### config.mk
export PLATFORM = sky130hd
export DESIGN_NAME = pts_tx_ctrl
export DESIGN_NICKNAME = d
export VERILOG_FILES = /design/src/rtl/hamming_pkg.sv /design/src/rtl/pts_bit_timer.sv /design/src/rtl/pts_tx_ctrl.sv
export SDC_FILE = /design/constraint.sdc
export NUM_CORES = 1
export LEC_CHECK = 0
export ABC_AREA = 1
export ABC_CLOCK_PERIOD_IN_PS = 1700
export CORE_UTILIZATION = 40
export CTS_CLUSTER_SIZE = 16
export DETAILED_ROUTE_END_ITERATION = 10
export PLACE_DENSITY = 0.74
export SLEW_MARGIN = 0
export SYNTH_ARGS = -nofsm -noshare
export SYNTH_HDL_FRONTEND = slang
export SYNTH_HIERARCHICAL = 1
export SYNTH_SLANG_ARGS = --single-unit
### constraint.sdc
create_clock -name clk -period 1.7 [get_ports clk]
set_input_delay 0.17 -clock clk [delete_from_list [all_inputs] [get_ports clk]]
set_output_delay 0.17 -clock clk [all_outputs]
set_load 0.02 [all_outputs]
### src/rtl/hamming_pkg.sv
// hamming_pkg: shared types and constants for the Hamming serial link
package hamming_pkg;
    typedef enum logic [1:0] {IDLE, LOAD, SHIFT, GAP} pts_ctrl_state_t;
    localparam int PTS_WIDTH = 4;
endpackage

### src/rtl/pts_bit_timer.sv
// pts_bit_timer: splits clk into CLK_DIV-cycle bit times and ticks bit_end in the last cycle of each
module pts_bit_timer #(
    parameter int CLK_DIV = 1,
    parameter int CW      = 1
) (
    input  logic clk,
    input  logic pts_reset_n,
    input  logic clear,
    input  logic en,
    output logic bit_end
);
    localparam logic [CW-1:0] LAST = CW'(CLK_DIV - 1);
    logic [CW-1:0] cnt_q, cnt_d;
    always_comb begin
        bit_end = en && (cnt_q == LAST);
        cnt_d   = (clear || bit_end) ? '0 : en ? cnt_q + 1'b1 : cnt_q;
    end
    always_ff @(posedge clk) begin
        cnt_q <= !pts_reset_n ? '0 : cnt_d;
    end
endmodule

### src/rtl/pts_tx_ctrl.sv
// pts_tx_ctrl: sequences load/shift/clear of the parallel-to-serial shifter, MSB first,
// and flags bit validity, frame start and completion to the downstream checker.
module pts_tx_ctrl #(
    parameter int WIDTH   = hamming_pkg::PTS_WIDTH,
    parameter int CLK_DIV = 1,
    parameter int GAP     = 1
) (
    input  logic                       clk,
    input  logic                       pts_reset_n,
    input  logic                       tx_valid,
    input  logic [WIDTH-1:0]           tx_data,
    output logic                       tx_ready,
    input  logic                       abort,
    output logic                       pts_write,
    output logic                       pts_shift,
    output logic [WIDTH-1:0]           pts_data,
    output logic                       pts_clear,
    output logic                       bit_valid,
    output logic [$clog2(WIDTH)-1:0]   bit_index,
    output logic                       frame_start,
    output logic                       done,
    output logic                       busy
);
    import hamming_pkg::*;
    localparam int IW = $clog2(WIDTH);
    localparam int MX = (CLK_DIV > GAP) ? CLK_DIV : GAP;
    localparam int CW = $clog2((MX > 2) ? MX : 2);
    localparam logic [CW-1:0] GAP_LAST = CW'((GAP > 0) ? GAP - 1 : 0);
    localparam logic [IW-1:0] TOP_IDX  = IW'(WIDTH - 1);

    pts_ctrl_state_t  state_q, state_d;
    logic [WIDTH-1:0] data_q, data_d;
    logic [IW-1:0]    idx_q, idx_d;
    logic [CW-1:0]    gap_q, gap_d;
    logic             clr_q, clr_d;
    logic             bit_end, last_bit, active;

    assign active   = state_q != IDLE;
    assign last_bit = idx_q == '0;

    pts_bit_timer #(.CLK_DIV(CLK_DIV), .CW(CW)) u_timer (
        .clk         (clk),
        .pts_reset_n (pts_reset_n),
        .clear       (state_q != SHIFT),
        .en          (state_q == SHIFT),
        .bit_end     (bit_end)
    );

    always_ff @(posedge clk) begin
        if (!pts_reset_n) begin
            state_q <= IDLE;
            data_q  <= '0;
            idx_q   <= '0;
            gap_q   <= '0;
            clr_q   <= 1'b0;
        end else begin
            state_q <= state_d;
            data_q  <= data_d;
            idx_q   <= idx_d;
            gap_q   <= gap_d;
            clr_q   <= clr_d;
        end
    end

    always_comb begin
        state_d = state_q;
        data_d  = data_q;
        idx_d   = idx_q;
        gap_d   = gap_q;
        clr_d   = 1'b0;
        if (abort && active) begin
            state_d = IDLE;
            gap_d   = '0;
            clr_d   = 1'b1;
        end else begin
            case (state_q)
                IDLE: begin
                    state_d = tx_valid ? LOAD : IDLE;
                    data_d  = tx_valid ? tx_data : data_q;
                end
                LOAD: begin
                    state_d = SHIFT;
                    idx_d   = TOP_IDX;
                end
                SHIFT: begin
                    idx_d   = (bit_end && !last_bit) ? idx_q - 1'b1 : idx_q;
                    state_d = !(bit_end && last_bit) ? SHIFT : (GAP > 0) ? hamming_pkg::GAP : IDLE;
                end
                default: begin
                    gap_d   = (gap_q == GAP_LAST) ? '0 : gap_q + 1'b1;
                    state_d = (gap_q == GAP_LAST) ? IDLE : state_q;
                end
            endcase
        end
    end

    // abort suppresses the bit-end strobes so the shifter is never advanced past a cancelled frame
    always_comb begin
        tx_ready    = pts_reset_n && state_q == IDLE;
        pts_write   = pts_reset_n && state_q == LOAD;
        frame_start = pts_write;
        bit_valid   = pts_reset_n && state_q == SHIFT;
        pts_shift   = bit_valid && bit_end && !last_bit && !abort;
        done        = bit_valid && bit_end && last_bit && !abort;
        busy        = pts_reset_n && active;
        bit_index   = bit_valid ? idx_q : '0;
        pts_data    = data_q;
        pts_clear   = !pts_reset_n || clr_q;
    end
endmodule

==> impl_results.rst, run 1 <==
.. list-table::
   :header-rows: 1

   * - Metric
     - Value
   * - Result of the run
     - finished clean
   * - Antenna violations before repair
     - 0
   * - Met3 capacity usage during global routing
     - 8.52%
   * - Max-slew violations
     - 0
   * - Syn nets
     - 95
   * - Boundary Pins
     - 22
   * - Growth of design area from synthesis to finish
     - 61.5%
   * - Power Dens Cells
     - 855 nW/um2
   * - Vias per inst
     - 4.58
   * - Clock-pin slew of the registers on the worst-case setup and hold paths
     - 0.07 ns
   * - Number of warning messages in the yosys log
     - 6
   * - Inserted Diodes
     - 0
   * - #FFs+latches synth
     - 10
   * - Post-placement worst setup slack
     - -0.159 ns
   * - Actual transition at the worst max-transition pin
     - 0.210 ns
   * - Die Outline Area
     - 1560 um2
   * - Required time of the critical path
     - 1.53 ns
   * - GRT Resource Usage Total
     - 19.4%
   * - Class of the worst hold path
     - reg -> reg
   * - Setup violators final
     - 0
   * - Min Clock Period, post-route
     - 1.61 ns
   * - GR peak layer
     - met2
   * - Clock skew
     - 0.000418 ns
   * - Clock tree from TritonCTS
     - yes
   * - Maxcap violations
     - 0
   * - Die extent in y
     - 39.5 um
   * - Number of buffers on the longest clock path
     - 2
   * - Net total in the final layout
     - 131
   * - Type of element launching the critical path
     - register
   * - # rows
     - 13
   * - Iter 0 DRT Violations
     - 4
   * - Wire length of the first global-routing pass
     - 1.91 mm
   * - Port buffer count
     - 21
   * - Type of the worst setup path
     - reg -> out
   * - Avg Synthesized Cell Area
     - 6.94 um2
   * - Met2 layer usage reported by global route
     - 33.2%
   * - Type of element capturing the critical path
     - output port
   * - M1 GR Usage
     - 19.5%
   * - Source-to-sink clock delay at the later pin of the worst-skew pair
     - 0.27 ns
   * - Starting density of the core
     - 43.2%
   * - CTS sink count
     - 10
   * - Share of cells above drive strength 1
     - 25.0%
   * - Detailed-routing iteration count for the pre-antenna-repair pass
     - 3
   * - Arrival time worst endpoint
     - 1.44 ns
   * - Peak supply drop
     - 0.600 mV
   * - Core area
     - 1300 um2
   * - Depth of the CTS H-tree
     - 1
   * - DRC violations left
     - 0
   * - Fmax
     - 620 MHz
   * - Routed Antenna Nets
     - 0
   * - Largest net degree at the start of global routing
     - 7
   * - Vias in the first global route
     - 484
   * - Half-perimeter wire length after detailed placement
     - 1.01 mm
   * - Post-route setup TNS
     - 0 ns
   * - Headroom to the max-slew limit
     - 86.0%
   * - Total power consumption of the routed design
     - 0.776 mW
   * - Highest fanout seen on the critical path
     - 3
   * - Fraction of the core area covered by cells at the end of the flow
     - 69.7%
   * - Cell leakage power
     - 0.466 nW
   * - Routability congestion estimate
     - 0.921
   * - Die outline width
     - 39.5 um
   * - Num CTS Buffers
     - 3
   * - Detail-routed net length per standard cell
     - 10.3 um
   * - Yosys cell types
     - 17
   * - Total wire length after detailed routing
     - 1.36 mm
   * - Vias post-DR
     - 600
   * - GRT overflow
     - 0
   * - Worst path setup slack after routing
     - 0.0874 ns
   * - Fraction of the cycle the final worst path needs
     - 94.9%
   * - Share of the yosys chip area belonging to registers
     - 35.6%
   * - Combined area of all synthesized cells
     - 562 um2
   * - Final hold violation count
     - 0
   * - Root buffer cell
     - sky130_fd_sc_hd__clkbuf_4
   * - Count of mapped cells out of synthesis
     - 81
-- per-stage QoR --
stage               hold WS (ns)  cell area, um2  cells
global placement           0.424             861    126
global route               0.508             907    131
finish                     0.473             907    131
CTS                        0.437             882    130
floorplan                  0.295             568     81
detailed placement         0.427             861    126
-- layout by cell type (no fill, tap or decap), drive strengths merged, types with 3 or more instances in the layout --
cell type | synthesis | layout
clkdlybuf4s15 | 0 | 3
clkdlybuf4s50 | 0 | 11
buf | 2 | 14
nand2 | 13 | 13
inv | 16 | 16
o21ai | 6 | 6
clkbuf | 0 | 5
ha | 6 | 6
nor2 | 21 | 21
dfxtp | 10 | 10
dlygate4sd2 | 0 | 4
-- cells in the mapped netlist --
cell	n	share of area [%]
sky130_fd_sc_hd__nor2_1	19	13
sky130_fd_sc_hd__inv_1	16	11
sky130_fd_sc_hd__nand2_1	13	8.7
sky130_fd_sc_hd__dfxtp_1	10	36
sky130_fd_sc_hd__ha_1	6	13
sky130_fd_sc_hd__o21ai_0	5	4.5
sky130_fd_sc_hd__nor2_2	2	2.2
sky130_fd_sc_hd__a21oi_1	1	0.89
sky130_fd_sc_hd__and3_1	1	1.1
sky130_fd_sc_hd__buf_4	1	1.3
sky130_fd_sc_hd__buf_6	1	2.0
sky130_fd_sc_hd__nand3_1	1	0.89
sky130_fd_sc_hd__nand3b_1	1	1.3
sky130_fd_sc_hd__nor3_1	1	0.89
sky130_fd_sc_hd__nor4_1	1	1.1
sky130_fd_sc_hd__o21ai_2	1	1.6
sky130_fd_sc_hd__or2_2	1	1.1
-- registers in the layout (all words and copies together), names as in the netlist --
register	flops
state_q	2
u_timer/cnt_q	1
pts_data	4
clr_q	1
idx_q	2
-- kinds of logic after synthesis --
group / share of synthesized area, %
AO/OA/AOI/OAI: 6.90
adder cells (fa/ha/maj): 13.4
buffers and inverters: 14.0
flip-flops: 35.6
AND/OR/NAND/NOR: 30.1
-- report_power, final --
| group | total (mW) | leakage (nW) | switching (mW) | internal, mW |
|---|---|---|---|---|
| logic | 0.281 | 0.363 | 0.151 | 0.130 |
| registers | 0.273 | 0.0823 | 0.0125 | 0.261 |
| clock network | 0.222 | 0.0210 | 0.0916 | 0.130 |
| total | 0.776 | 0.466 | 0.255 | 0.521 |
-- worst max-delay path, stage by stage, from the launching register on --
cell                      delay (ns)
sky130_fd_sc_hd__dfxtp_1        0.31
sky130_fd_sc_hd__inv_1          0.07
sky130_fd_sc_hd__ha_2           0.20
sky130_fd_sc_hd__inv_1          0.06
sky130_fd_sc_hd__nor2_2         0.10
sky130_fd_sc_hd__nand2_1        0.11
sky130_fd_sc_hd__nor3_2         0.13
sky130_fd_sc_hd__buf_2          0.19
-- what timing repair did --
item / in CTS / in global routing
gates cloned: 0 / 0
pin swaps: 0 / 1
hold buffers: 0 / 0
endpoints found under the setup margin: 10 / 7
setup buffers: 0 / 1
resized for setup: 20 / 10
-- metal layers --
| metal | share of wire [%] | vias up |
|---|---|---|
| met2 | 49 | 19 |
| met1 | 45 | 271 |
| li1 | - | 310 |
| met5 | 0 | - |
| met4 | 0 | 0 |
| met3 | 6.1 | 0 |
-- worst paths after layout --
path            startpoint  depth (start not counted)  slack, ns       endpoint
max             state_q[0]                          7       0.09           done
min          u_timer/cnt_q                          2       0.47  u_timer/cnt_q
max reg2reg     state_q[0]                         10       0.27       idx_q[0]
min reg2reg  u_timer/cnt_q                          2       0.47  u_timer/cnt_q
-- final cells by class --
type                       count  area (um2)
inverter                      16        60.1
fill                         116         394
sequential                    10         200
tap                           15        18.8
clock buffer                   4        36.3
timing repair buffer          33         283
multi-input combinational     53         309
Power figures use the tool's default switching activity.
==> inputs of run 2 (changes only) <==
Settings changed: GPL_ROUTABILITY_DRIVEN set to 0.
==> results of run 2 <==
Final layout, timing and power as in run 1 (identical DEF).
